`src/rtl/pos_cell_reader.sv`:
```
// Streaming read controller for one position cell memory: reads the particle count
// at address 0, then streams particles 1..N through a credit-controlled skid FIFO.
module pos_cell_reader #(
    parameter int unsigned DATA_WIDTH   = 96,
    parameter int unsigned ADDR_WIDTH   = 8,
    parameter int unsigned PARTICLE_NUM = 220,
    parameter int unsigned FIFO_DEPTH   = 4
) (
    input  logic                  clk,
    input  logic                  rst,
    input  logic                  start,
    output logic [ADDR_WIDTH-1:0] ram_address,
    output logic                  ram_rden,
    output logic                  ram_wren,
    input  logic [DATA_WIDTH-1:0] ram_q,
    output logic                  busy,
    output logic [ADDR_WIDTH-1:0] cell_count,
    output logic                  out_valid,
    input  logic                  out_ready,
    output logic [DATA_WIDTH-1:0] out_data,
    output logic [ADDR_WIDTH-1:0] out_pid,
    output logic                  out_last,
    output logic                  done
);

    localparam int unsigned BUF_DEPTH = FIFO_DEPTH - 1;
    localparam int unsigned PTR_W     = (BUF_DEPTH > 1) ? $clog2(BUF_DEPTH) : 1;
    localparam int unsigned CNT_W     = $clog2(FIFO_DEPTH + 1);
    localparam int unsigned CRD_W     = CNT_W + 2;
    localparam logic [ADDR_WIDTH-1:0] MAX_COUNT = ADDR_WIDTH'(PARTICLE_NUM - 1);

    typedef struct packed {
        logic [ADDR_WIDTH-1:0] pid;
        logic [DATA_WIDTH-1:0] data;
    } beat_t;

    typedef enum logic [2:0] {
        S_IDLE,
        S_CNT_REQ,
        S_CNT_WAIT,
        S_STREAM,
        S_DRAIN
    } state_t;

    state_t                r_state, w_state_nxt;
    logic [ADDR_WIDTH-1:0] r_ram_address, w_addr_nxt;
    logic                  r_ram_rden, w_rden_nxt;
    logic                  r_busy, w_busy_nxt;
    logic [ADDR_WIDTH-1:0] r_cell_count, w_count_nxt;
    logic                  r_done, w_done_nxt;
    logic [ADDR_WIDTH-1:0] r_next_addr, w_next_addr_nxt;
    logic [1:0]            r_inflight;
    logic                  r_rd_d1, r_rd_d2;
    logic [ADDR_WIDTH-1:0] r_pid_d1, r_pid_d2;

    beat_t                 r_head;
    logic                  r_head_valid;
    logic                  r_head_last;
    beat_t                 r_buf [BUF_DEPTH];
    logic [PTR_W-1:0]      r_wr_ptr, r_rd_ptr;
    logic [CNT_W-1:0]      r_buf_count;

    logic                  w_push, w_pop, w_head_load, w_buf_push, w_buf_pop;
    logic [CNT_W-1:0]      w_fifo_count;
    logic [ADDR_WIDTH-1:0] w_raw_count, w_clamped;
    logic                  w_credit_ok;

    function automatic logic [PTR_W-1:0] ptr_inc(input logic [PTR_W-1:0] p);
        return (p == PTR_W'(BUF_DEPTH - 1)) ? '0 : p + 1'b1;
    endfunction

    // Head register is the visible FIFO slot; the buffer behind it holds the rest.
    assign w_push       = r_rd_d2 && (r_pid_d2 != '0);
    assign w_pop        = r_head_valid && out_ready;
    assign w_head_load  = !r_head_valid || w_pop;
    assign w_buf_pop    = w_head_load && (r_buf_count != '0);
    assign w_buf_push   = w_push && !(w_head_load && (r_buf_count == '0));
    assign w_fifo_count = r_buf_count + CNT_W'(r_head_valid);

    assign w_raw_count  = ram_q[ADDR_WIDTH-1:0];
    assign w_clamped    = (w_raw_count > MAX_COUNT) ? MAX_COUNT : w_raw_count;

    // A beat popped this cycle frees a slot for the read issued now.
    assign w_credit_ok  = (CRD_W'(r_inflight) + CRD_W'(r_ram_rden) + CRD_W'(w_fifo_count) + CRD_W'(1))
                          <= (CRD_W'(FIFO_DEPTH) + CRD_W'(w_pop));

    always_comb begin
        w_state_nxt     = r_state;
        w_rden_nxt      = 1'b0;
        w_addr_nxt      = r_ram_address;
        w_next_addr_nxt = r_next_addr;
        w_count_nxt     = r_cell_count;
        w_done_nxt      = 1'b0;
        unique case (r_state)
            S_IDLE: begin
                if (start && !r_busy) begin
                    w_state_nxt = S_CNT_REQ;
                    w_rden_nxt  = 1'b1;
                    w_addr_nxt  = '0;
                end
            end
            S_CNT_REQ: begin
                w_state_nxt = S_CNT_WAIT;
            end
            S_CNT_WAIT: begin
                if (r_rd_d2) begin
                    w_count_nxt = w_clamped;
                    if (w_clamped == '0) begin
                        w_state_nxt = S_IDLE;
                        w_done_nxt  = 1'b1;
                    end else begin
                        w_rden_nxt      = 1'b1;
                        w_addr_nxt      = ADDR_WIDTH'(1);
                        w_next_addr_nxt = ADDR_WIDTH'(2);
                        w_state_nxt     = (w_clamped == ADDR_WIDTH'(1)) ? S_DRAIN : S_STREAM;
                    end
                end
            end
            S_STREAM: begin
                if (w_credit_ok) begin
                    w_rden_nxt      = 1'b1;
                    w_addr_nxt      = r_next_addr;
                    w_next_addr_nxt = r_next_addr + 1'b1;
                    if (r_next_addr == r_cell_count) begin
                        w_state_nxt = S_DRAIN;
                    end
                end
            end
            S_DRAIN: begin
                if ((r_inflight == '0) && !r_ram_rden &&
                    ((w_fifo_count == '0) || ((w_fifo_count == CNT_W'(1)) && w_pop))) begin
                    w_done_nxt  = 1'b1;
                    w_state_nxt = S_IDLE;
                end
            end
            default: begin
                w_state_nxt = S_IDLE;
            end
        endcase
        // Busy stays up through the done cycle so a restart lands one cycle later.
        w_busy_nxt = (w_state_nxt != S_IDLE) || w_done_nxt;
    end

    always_ff @(posedge clk or posedge rst) begin
        if (rst) begin
            r_state       <= S_IDLE;
            r_ram_address <= '0;
            r_ram_rden    <= 1'b0;
            r_busy        <= 1'b0;
            r_cell_count  <= '0;
            r_done        <= 1'b0;
            r_next_addr   <= '0;
            r_inflight    <= '0;
            r_rd_d1       <= 1'b0;
            r_rd_d2       <= 1'b0;
            r_pid_d1      <= '0;
            r_pid_d2      <= '0;
        end else begin
            r_state       <= w_state_nxt;
            r_ram_address <= w_addr_nxt;
            r_ram_rden    <= w_rden_nxt;
            r_busy        <= w_busy_nxt;
            r_cell_count  <= w_count_nxt;
            r_done        <= w_done_nxt;
            r_next_addr   <= w_next_addr_nxt;
            r_rd_d1       <= r_ram_rden;
            r_rd_d2       <= r_rd_d1;
            r_pid_d1      <= r_ram_address;
            r_pid_d2      <= r_pid_d1;
            case ({r_ram_rden, r_rd_d2})
                2'b10:   r_inflight <= r_inflight + 1'b1;
                2'b01:   r_inflight <= r_inflight - 1'b1;
                default: r_inflight <= r_inflight;
            endcase
        end
    end

    always_ff @(posedge clk or posedge rst) begin
        if (rst) begin
            r_head       <= '0;
            r_head_valid <= 1'b0;
            r_head_last  <= 1'b0;
            r_wr_ptr     <= '0;
            r_rd_ptr     <= '0;
            r_buf_count  <= '0;
        end else begin
            if (w_head_load) begin
                if (r_buf_count != '0) begin
                    r_head       <= r_buf[r_rd_ptr];
                    r_head_valid <= 1'b1;
                    r_head_last  <= (r_buf[r_rd_ptr].pid == r_cell_count);
                end else if (w_push) begin
                    r_head       <= '{pid: r_pid_d2, data: ram_q};
                    r_head_valid <= 1'b1;
                    r_head_last  <= (r_pid_d2 == r_cell_count);
                end else begin
                    r_head_valid <= 1'b0;
                end
            end
            if (w_buf_push) r_wr_ptr <= ptr_inc(r_wr_ptr);
            if (w_buf_pop)  r_rd_ptr <= ptr_inc(r_rd_ptr);
            case ({w_buf_push, w_buf_pop})
                2'b10:   r_buf_count <= r_buf_count + 1'b1;
                2'b01:   r_buf_count <= r_buf_count - 1'b1;
                default: r_buf_count <= r_buf_count;
            endcase
        end
    end

    always_ff @(posedge clk) begin
        if (w_buf_push) r_buf[r_wr_ptr] <= '{pid: r_pid_d2, data: ram_q};
    end

    assign ram_address = r_ram_address;
    assign ram_rden    = r_ram_rden;
    assign ram_wren    = 1'b0;
    assign busy        = r_busy;
    assign cell_count  = r_cell_count;
    assign done        = r_done;
    assign out_valid   = r_head_valid;
    assign out_data    = r_head.data;
    assign out_pid     = r_head.pid;
    assign out_last    = r_head_last;

endmodule

```
`config.mk`:
```
export PLATFORM = sky130hd
export DESIGN_NAME = pos_cell_reader
export DESIGN_NICKNAME = d
export VERILOG_FILES = /design/src/rtl/pos_cell_reader.sv
export SDC_FILE = /design/constraint.sdc
export NUM_CORES = 1
export LEC_CHECK = 0
export ABC_AREA = 1
export ABC_CLOCK_PERIOD_IN_PS = 9900
export CORE_MARGIN = 10
export CORE_UTILIZATION = 55
export DETAILED_ROUTE_END_ITERATION = 10
export PLACE_DENSITY_LB_ADDON = 0.15
export REMOVE_ABC_BUFFERS = 1
export SYNTH_ARGS = -nofsm -noshare
export SYNTH_HDL_FRONTEND = slang
export SYNTH_SLANG_ARGS = --single-unit
```
`constraint.sdc`:
```
create_clock -name clk -period 9.9 [get_ports clk]
set_input_delay 0.99 -clock clk [delete_from_list [all_inputs] [get_ports clk]]
set_output_delay 0.99 -clock clk [all_outputs]
set_load 0.005 [all_outputs]
```
==> flow_summary_export.csv <==
group,metric,value,unit
yosys,ys_types,42,
placed_design,dp_hpwl,28580,um
sta,period_needed,3.574,ns
sta,tightest_slew,1.054,ns
sta,rsz0062_at_grt,"no",
yosys,yosys.area.top_type,"edfxtp_1",
clocking,path_clk_slew,0.06,ns
power_and_ir_drop,ir_worst_vdd,297.1,uV
floorplanning,die-area,42380,um2
finish,fillers,2534,
critical_path,endpoint_kind,"flop",
sta,setup_slack,6.326,ns
placed_design,placedInstanceArea,21420,um2
finish,nNetsFinal,1925,
sta,fin_crit_sh,36.10,%
detailed_routing,viasPerCell,5.668,
sta,finalHoldViolations,0,
sta,setup_viol,0,
yosys,netlist_area,19000,um2
finish,final_area,22940,um2
clocking,cts_resized,0,
global_route,grt_use_total,21.93,%
detailed_routing,ant_nets,0,
sta,fmax,279.8,MHz
yosys,synth_area_leaders,"edfxtp_1 49%, dfrtp_1 21%, nand3_1 6.4%",
job,max_cap_viol_count,0,
yosys,synth_edf_count,312,
yosys,synth.avg_cell_area,11.71,um2
power_and_ir_drop,p_leak,8.735,nW
floorplanning,dieWidth,205.9,um
critical_path,required,10.27,ns
sta,worst_clock_skew,0.01037,ns
clocking,cts_inserted_buffers,48,
yosys,yosysMostFrequentCell,"edfxtp_1",
finish,drive_gt1_share,6.321,%
detailed_routing,drt_first_iter_violations,953,
clocking,insertion_delay,0.54,ns
yosys,synth_cells,1622,
sta,slew_violations,0,
floorplanning,ios,226,
sta,tns,0,ns
clocking,cts.path.max_buffers,3,
clocking,root_buffer,"clkbuf_16",
floorplanning,die_h,205.9,um
global_route,grt-ovfl-total,0,
clocking,cts_tree,"done",
clocking,cts_hold_buf,0,
floorplanning,core.rowCount,68,
global_route,grt_first_pass_wirelength,73620,um
clocking,postCtsSetupBuffers,0,
clocking,clock-sinks,475,
global_route,grt_pass1_vias,12965,
critical_path,cp_max_fo,101,
power_and_ir_drop,p_per_area,344.9,nW/um2
yosys,ys_seq_elements,475,
detailed_routing,first_pass_iters,7,
hold_path,min_path_type,"flop to flop",
detailed_routing,drcViolationCount,0,
yosys,synthFlopType,"edfxtp_1",
global_route,grt_max_degree,102,
floorplanning,initial_core_util,55.41,%
critical_path,start_kind,"flop",
yosys,seq_area_frac_synth,70.78,%
finish,syn2layout_area_growth,20.74,%
clocking,cts.htree.levels,2,
critical_path,critPathKind,"flop to flop",
placed_design,io_buffers,224,
sta,relSlewSlack,29.74,%
floorplanning,core,34290,um2
placed_design,gp_congestion,0.8700,
detailed_routing,route.vias.total,13077,
detailed_routing,wirelength,47150,um
yosys,synth_common_cells,"312 x edfxtp_1, 302 x nand2_1, 243 x nand3_1",
detailed_routing,wl_per_cell,20.44,um
critical_path,arrival,3.94,ns
placed_design,place_ws,6.070,ns
global_route,grt_antenna_before_repair,1,
yosys,synthArstFlopShare,34.32,%
yosys,synth_warnings,0,
yosys,synth_top_area_share,49.31,%
run_status,status,"finished, final reports clean",
-- sequential cells by signal, indices dropped and copies added (netlist names) --
register and flops:
r_buf 312, out_data 96, cell_count 8, out_pid 8, r_next_addr 8, r_pid_d1 8, r_pid_d2 8, ram_address 8
r_buf_count 3, r_state 3, r_inflight 2, r_rd_ptr 2, r_wr_ptr 2, busy 1, done 1, out_last 1
out_valid 1, r_rd_d1 1, r_rd_d2 1, ram_rden 1
-- cell type report --
type | count | area [um2] | share of cell area (%)
flip-flops and latches | 475 | 13460 | 58.65
multi-input cells | 989 | 4807 | 20.95
repair buffers | 238 | 2347 | 10.23
clock buffers | 64 | 1374 | 5.989
well taps | 455 | 569.3 | 2.482
inverters | 61 | 244.0 | 1.064
clock inverters | 24 | 141.4 | 0.6163
diodes | 1 | 2.502 | 0.01091
-- per-stage QoR --
step / power (mW) / cells / util (%) / hold WS, ns
6_report: 7.912 / 2307 / 66.91 / 0.3484
5_1_grt: 8.464 / 2306 / 66.90 / 0.3580
4_1_cts: 7.981 / 2306 / 66.90 / 0.3486
3_5_place_dp: 6.241 / 2218 / 62.48 / 0.3347
3_3_place_gp: 6.152 / 2218 / 62.48 / 0.3313
2_1_floorplan: 4.961 / 1525 / - / 0.3312
-- layout by cell type (no fill, tap or decap), drive strengths merged, types with 14 or more instances in the layout --
cell,Yosys,layout
edfxtp,312,312
nand2,308,308
nand3,243,243
clkdlybuf4s50,0,224
o21ai,218,218
dfrtp,163,163
a21oi,108,108
clkbuf,33,64
inv,60,58
nor2,36,36
clkinv,1,23
buf,64,14
-- power by group --
| group | leakage [nW] | switching (mW) | total [mW] | internal, mW |
|---|---|---|---|---|
| combinational | 3.15 | 1.89 | 3.03 | 1.13 |
| clock | 0.746 | 0.731 | 1.73 | 0.998 |
| sequential | 4.83 | 0.327 | 3.16 | 2.83 |
| total | 8.73 | 2.95 | 7.91 | 4.96 |
-- worst max-delay path: stages (launching register included) --
cell,delay [ns]
dfrtp_1,0.44
nor2_4,0.17
nand2_4,0.20
buf_4,0.48
nand2_4,0.24
nand2_4,0.16
inv_6,0.53
buf_4,0.77
o21ai_0,0.26
-- cell families after synthesis --
family          synth area share (%)
compound gates                 9.193
fa+ha+maj                     0.8693
xor+xnor                      0.6914
buf+inv                        3.971
simple gates                   14.47
flops                          70.78
other cells                  0.01974
-- layer usage --
metal | wire (um) | GRT usage, % | share of wire (%) | vias up
li1 | - | - | - | 6139
met1 | 20230 | 30.63 | 43 | 6425
met2 | 22670 | 35.13 | 48 | 436
met3 | 3179 | 3.652 | 6.7 | 77
met4 | 1062 | 6.046 | 2.3 | 0
met5 | 0 | 0 | 0 | -
-- final timing paths --
kind,from,end,slack (ns),cells past startpoint
setup / recovery,r_buf_count[0]$_DFFE_PP0P_,out_data[31]$_DFFE_PP0P_,6.33,8
hold / removal,r_rd_d1$_DFF_PP0_,r_rd_d2$_DFF_PP0_,0.35,0
setup reg to reg,r_buf_count[0]$_DFFE_PP0P_,out_data[31]$_DFFE_PP0P_,6.33,8
hold reg to reg,r_rd_d1$_DFF_PP0_,r_rd_d2$_DFF_PP0_,0.35,0
max in group asynchronous,rst,r_rd_ptr[0]$_DFFE_PP0P_,7.36,3
min in group asynchronous,rst,out_data[22]$_DFFE_PP0P_,1.04,2
Note: power is estimated with default switching activity, not from simulation.
